`src/rtl/dmem_timer_responder.sv`:
```
// Memory-mapped interval timer, second slave on the data-memory bus.
// Registers (byte offsets from BASE): 0 CTRL, 2 RELOAD, 4 COUNT, 6 STATUS.
module dmem_timer_responder #(
  parameter logic [15:0] BASE     = 16'hFF00,
  parameter int unsigned PRESCALE = 4
) (
  input  logic        clock,
  input  logic        reset,
  input  logic [15:0] dmemaddr,
  input  logic [15:0] dmemwdata,
  input  logic        dmemwrite,
  input  logic        dmemread,
  output logic [15:0] rdata,
  output logic        sel,
  output logic        irq
);

  localparam int unsigned PW = (PRESCALE > 1) ? $clog2(PRESCALE) : 1;
  localparam logic [PW-1:0] PRE_MAX = PW'(PRESCALE - 1);

  typedef enum logic [1:0] {
    R_CTRL   = 2'b00,
    R_RELOAD = 2'b01,
    R_COUNT  = 2'b10,
    R_STATUS = 2'b11
  } reg_e;

  // ctrl_q: [0] en, [1] auto_reload, [2] ie
  logic [2:0]    ctrl_q, ctrl_d;
  logic [15:0]   reload_q, reload_d;
  logic [15:0]   count_q, count_d;
  logic [PW-1:0] pre_q, pre_d;
  logic          expired_q, expired_d;

  logic hit, wr_ctrl, wr_reload, wr_status, tick, expire;
  reg_e rsel;

  // Byte-lane bit of the address carries no meaning for 16-bit registers.
  logic unused_addr0;
  assign unused_addr0 = dmemaddr[0];

  assign hit  = (dmemaddr[15:3] == BASE[15:3]);
  assign rsel = reg_e'(dmemaddr[2:1]);
  assign sel  = hit;

  assign wr_ctrl   = hit && dmemwrite && (rsel == R_CTRL);
  assign wr_reload = hit && dmemwrite && (rsel == R_RELOAD);
  assign wr_status = hit && dmemwrite && (rsel == R_STATUS);

  // A RELOAD write on a tick edge fully pre-empts the tick (no decrement, no expiry).
  assign tick   = ctrl_q[0] && (pre_q == PRE_MAX) && !wr_reload;
  assign expire = tick && (count_q == 16'h0000);

  // Combinational read mux; zero when not addressed so it can be OR-ed externally.
  always_comb begin
    rdata = 16'h0000;
    if (hit && dmemread) begin
      case (rsel)
        R_CTRL:   rdata = {13'h0000, ctrl_q};
        R_RELOAD: rdata = reload_q;
        R_COUNT:  rdata = count_q;
        R_STATUS: rdata = {15'h0000, expired_q};
        default:  rdata = 16'h0000;
      endcase
    end
  end

  assign irq = expired_q & ctrl_q[2];

  // Next-state: prescaler, count FSM, bus writes with their edge priorities.
  always_comb begin
    ctrl_d    = ctrl_q;
    reload_d  = reload_q;
    count_d   = count_q;
    pre_d     = pre_q;
    expired_d = expired_q;

    // Prescaler free-runs only while enabled.
    if (!ctrl_q[0] || tick) pre_d = '0;
    else                    pre_d = pre_q + PW'(1);

    // Count FSM: decrement while running, reload or one-shot stop on expiry.
    if (tick) begin
      if (count_q != 16'h0000) begin
        count_d = count_q - 16'h0001;
      end else if (ctrl_q[1]) begin
        count_d = reload_q;
      end else begin
        ctrl_d[0] = 1'b0;
      end
    end

    // Status clear loses to a simultaneous hardware set.
    if (wr_status && dmemwdata[0]) expired_d = 1'b0;
    if (expire)                    expired_d = 1'b1;

    // Bus writes override hardware updates of the same register.
    if (wr_ctrl) ctrl_d = dmemwdata[2:0];
    if (wr_reload) begin
      reload_d = dmemwdata;
      count_d  = dmemwdata;
      pre_d    = '0;
    end
  end

  // State registers, cleared immediately by the async active-low reset.
  always_ff @(posedge clock or negedge reset) begin
    if (!reset) begin
      ctrl_q    <= '0;
      reload_q  <= '0;
      count_q   <= '0;
      pre_q     <= '0;
      expired_q <= 1'b0;
    end else begin
      ctrl_q    <= ctrl_d;
      reload_q  <= reload_d;
      count_q   <= count_d;
      pre_q     <= pre_d;
      expired_q <= expired_d;
    end
  end

endmodule

```
`config.mk`:
```
export PLATFORM = sky130hd
export DESIGN_NAME = dmem_timer_responder
export DESIGN_NICKNAME = d
export VERILOG_FILES = /design/src/rtl/dmem_timer_responder.sv
export SDC_FILE = /design/constraint.sdc
export NUM_CORES = 1
export LEC_CHECK = 0
export BUFFER_PORTS_ARGS = -buffer_cell sky130_fd_sc_hd__buf_4
export CAP_MARGIN = 10
export CELL_PAD_IN_SITES_DETAIL_PLACEMENT = 0
export CELL_PAD_IN_SITES_GLOBAL_PLACEMENT = 1
export CORE_MARGIN = 4
export CORE_UTILIZATION = 35
export DETAILED_ROUTE_END_ITERATION = 6
export GPL_ROUTABILITY_DRIVEN = 0
export PLACE_DENSITY = 0.74
export SETUP_SLACK_MARGIN = 0.2
export SLEW_MARGIN = 20
export SYNTH_ARGS = -nofsm -noshare
export SYNTH_HDL_FRONTEND = slang
export SYNTH_SLANG_ARGS = --single-unit
```
`constraint.sdc`:
```
create_clock -name clock -period 2 [get_ports clock]
set_clock_uncertainty 0.05 [all_clocks]
set_input_delay 0.3 -clock clock [delete_from_list [all_inputs] [get_ports clock]]
set_output_delay 0.3 -clock clock [all_outputs]
set_load 0.1 [all_outputs]
```
==> results.sh <==
export IMPL_dr_pass1_iters=4
export IMPL_worstPathArrival_ns=2.13
export IMPL_violations="negative setup slack"
export IMPL_dieWidth_um=93.2
export IMPL_drt_iter0_drc=214
export IMPL_synth_top_area_share_pct=37.4
export IMPL_syn_area_um2=2540
export IMPL_p_leak_nw=1.78
export IMPL_fin_crit_sh_pct=100
export IMPL_placed_cell_area_um2=3380
export IMPL_yosys_area_top_type="dfrtp_1"
export IMPL_syn_area_per_cell_um2=8.33
export IMPL_synth_area_leaders="dfrtp_1 (37%), nand2_1 (8.4%), nor2_1 (5.6%), a22oi_1 (3.8%), nor4_4 (3.3%)"
export IMPL_slew_viol_final=0
export IMPL_cp_required_ns=2.13
export IMPL_clkTransAtPathRegs_ns=0.08
export IMPL_grt_usage_pct=20.0
export IMPL_h_tree_depth=2
export IMPL_yosysSeqAreaShare_pct=37.4
export IMPL_path_buf_inv=1
export IMPL_cts_made_buffers=5
export IMPL_clock_sinks=38
export IMPL_synth_seq_cells=38
export IMPL_clkLatencyLatePin_ns=0.30
export IMPL_path_cells="inv_2 -> ha_4 -> or3b_4 -> o31a_1 -> a211oi_2 -> nor3_1 -> a211oi_1 -> nor2_1"
export IMPL_synthFlopType="dfrtp_1"
export IMPL_cp_max_fo=4
export IMPL_pwr_density_cell_nw_per_um2=410
export IMPL_synth_enable_flop_cells=0
export IMPL_final_cell_area_um2=4180
export IMPL_worstSetupStartpoint="count_q[0]"
export IMPL_worst_pin_slew_ns=0.499
export IMPL_core_um2=6910
export IMPL_ios=54
export IMPL_ant_nets=0
export IMPL_placed_cells=474
export IMPL_root_buffer="clkbuf_8"
export IMPL_ir_worst_vdd_v=0.000309
export IMPL_fin_crit_ns=2.00
export IMPL_maxCapViolCount=0
export IMPL_grt_pass1_vias=2613
export IMPL_clk_path_buf_depth=2
export IMPL_worstHoldStart="dmemwdata[12]"
export IMPL_slew_headroom_pct=66.7
export IMPL_slowest_delay_ns=0.41
export IMPL_cts_tree="done"
export IMPL_dp_slack_ns=-0.0804
export IMPL_hold_path_class="in -> reg"
export IMPL_synth_cell_type_count=56
export IMPL_num_rows=30
export IMPL_grt_max_degree=39
export IMPL_critical_path_top_delay_family="compound AO/OA/AOI/OAI gates"
export IMPL_fmax_mhz=499
export IMPL_p_comb_share_pct=7.0
export IMPL_endpoint_kind="flop"
export IMPL_grt_setup_unrepaired="true"
export IMPL_pwr_share_clk_pct=48.1
export IMPL_viasPerCell=5.34
export IMPL_dp_hpwl_um=5710
export IMPL_synthToLayoutAreaGrowth_pct=64.5
export IMPL_reg2reg_from="count_q[0]"
export IMPL_drc=0
export IMPL_grt_overflow_total=0
export IMPL_drive_gt1_share_pct=47.0
export IMPL_p_sw_w=0.000350
export IMPL_swShare_pct=20.4
export IMPL_start_kind="flop"
export IMPL_synth_nets=344
export IMPL_p_int_w=0.00136
export IMPL_port_buffers=52
export IMPL_hold_viol=0
export IMPL_fin_hold_ws_ns=0.155
export IMPL_fillers=621
export IMPL_status="finished with violations"
export IMPL_dieArea_um2=8680
export IMPL_start_util_pct=36.8
export IMPL_setup_ws_ns=-0.00209
export IMPL_synthCells=305
export IMPL_antenna_found_initial=0
export IMPL_antenna_cells=0
export IMPL_final_core_util_pct=60.5
export IMPL_vias=2648
export IMPL_chipHeight_um=93.2
export IMPL_yosys_warnings=0
export IMPL_routed_wl_um=8700
export IMPL_wl_per_cell_um=17.5
export IMPL_cp_slowest_cell="dfrtp_1"
export IMPL_synthArstFlopShare_pct=100
export IMPL_fin_cells=496
export IMPL_setup_viol=1
export IMPL_layout_nets=438
export IMPL_grt_first_pass_wirelength_um=13700
export IMPL_path_class="reg -> reg"
export IMPL_pwr_share_seq_pct=44.9
## metrics by stage
stage | power (W) | TNS [ns]
floorplan | 0.000815 | -47.31
global placement | 0.000898 | -0.0475
detailed placement | 0.000899 | -0.136
CTS | 0.00173 | 0
global route | 0.00177 | -1.71
finish | 0.00171 | -0.00209
## cell type report
cell class,count,area [µm²],share of cell area [%]
Clock buffer,6,82.6,1.98
Clock inverter,2,60.1,1.44
Inverter,5,18.8,0.449
Multi-Input combinational cell,241,1800,43.0
Sequential cell,38,953,22.8
Tap cell,96,120,2.87
Timing Repair Buffer,108,1150,27.5
## power groups by stage
stage	sequential (W)	combinational (W)	clock [W]
3_5_place_dp	0.000784	0.000115	0
6_report	0.000769	0.000120	0.000824
5_1_grt	0.000769	0.000132	0.000873
3_3_place_gp	0.000784	0.000114	0
4_1_cts	0.000769	0.000121	0.000838
2_1_floorplan	0.000784	0.0000310	0
## worst reg2reg max path: stages (launching register included)
cell and delay (ns):
dfrtp_1 0.41, inv_2 0.12, ha_4 0.15, or3b_4 0.38, o31a_1 0.26, a211oi_2 0.15, nor3_1 0.06, a211oi_1 0.22
nor2_1 0.08
## synthesized netlist by cell type, types with 2 or more instances
cell type / n
nor2b_1: 3
nand4b_1: 2
nand3_1: 14
and3_1: 2
a21oi_1: 16
o21ai_1: 10
mux2_2: 2
a22oi_1: 13
mux2i_1: 2
and4b_1: 2
inv_1: 5
dfrtp_1: 38
xor2_1: 4
a31oi_1: 2
nor3b_1: 2
clkbuf_1: 13
a221oi_1: 2
nor2_1: 38
a211oi_1: 5
o211ai_1: 2
nand4_1: 7
o21ai_0: 13
buf_6: 2
nor4b_1: 2
buf_2: 5
nand2_1: 57
ha_1: 3
and2_1: 2
nor4_4: 4
nor3_1: 7
## worst paths after layout
kind,endpoint,slack (ns),cells after the start
max in group asynchronous,count_q[2],1.06,2
worst max-delay path,count_q[6],-0.002,8
worst max register to register,count_q[6],-0.002,8
worst min register to register,pre_q[0],0.40,1
worst min-delay path,reload_q[12],0.16,3
min in group asynchronous,expired_q,0.48,2
## cell families after synthesis
group / after synthesis / synth area share, %
AOI/OAI and AO/OA: 74 / 19.0
xor gates and xnor gates: 5 / 1.72
adders and majority gates: 3 / 1.48
buffers and inverters: 26 / 5.07
DFF: 38 / 37.4
muxes: 5 / 2.56
and+or+nand+nor: 154 / 32.8
## routing by layer
metal | share of wire (%) | up-vias | GRT usage (%)
met5 | 0 | - | 0
met4 | 1.1 | 0 | 5.01
met3 | 4.0 | 7 | 3.06
met2 | 51 | 66 | 32.5
met1 | 44 | 1287 | 27.9
li1 | - | 1288 | -
## registers in the layout, indices dropped and copies added, names as in the netlist
signal     cells
ctrl_q         3
expired_q      1
reload_q      16
count_q       16
pre_q          2
## layout by cell type (no fill, tap or decap), types with 13 or more instances in the layout
cell / n
nor2_4: 16
nor2_1: 19
buf_12: 19
buf_4: 67
nand2_1: 49
nand3_1: 13
o21ai_1: 19
dfrtp_1: 36
a22oi_1: 13
buf_6: 19
## repair_timing
item	CTS	global route
resized for setup	77	58
setup buffers	4	6
hold buffers	1	0
setup endpoints to repair	33	35
pin swaps	13	33
hold endpoints to repair	38	0
cloned	1	2
(Power assumes the default switching activity.)
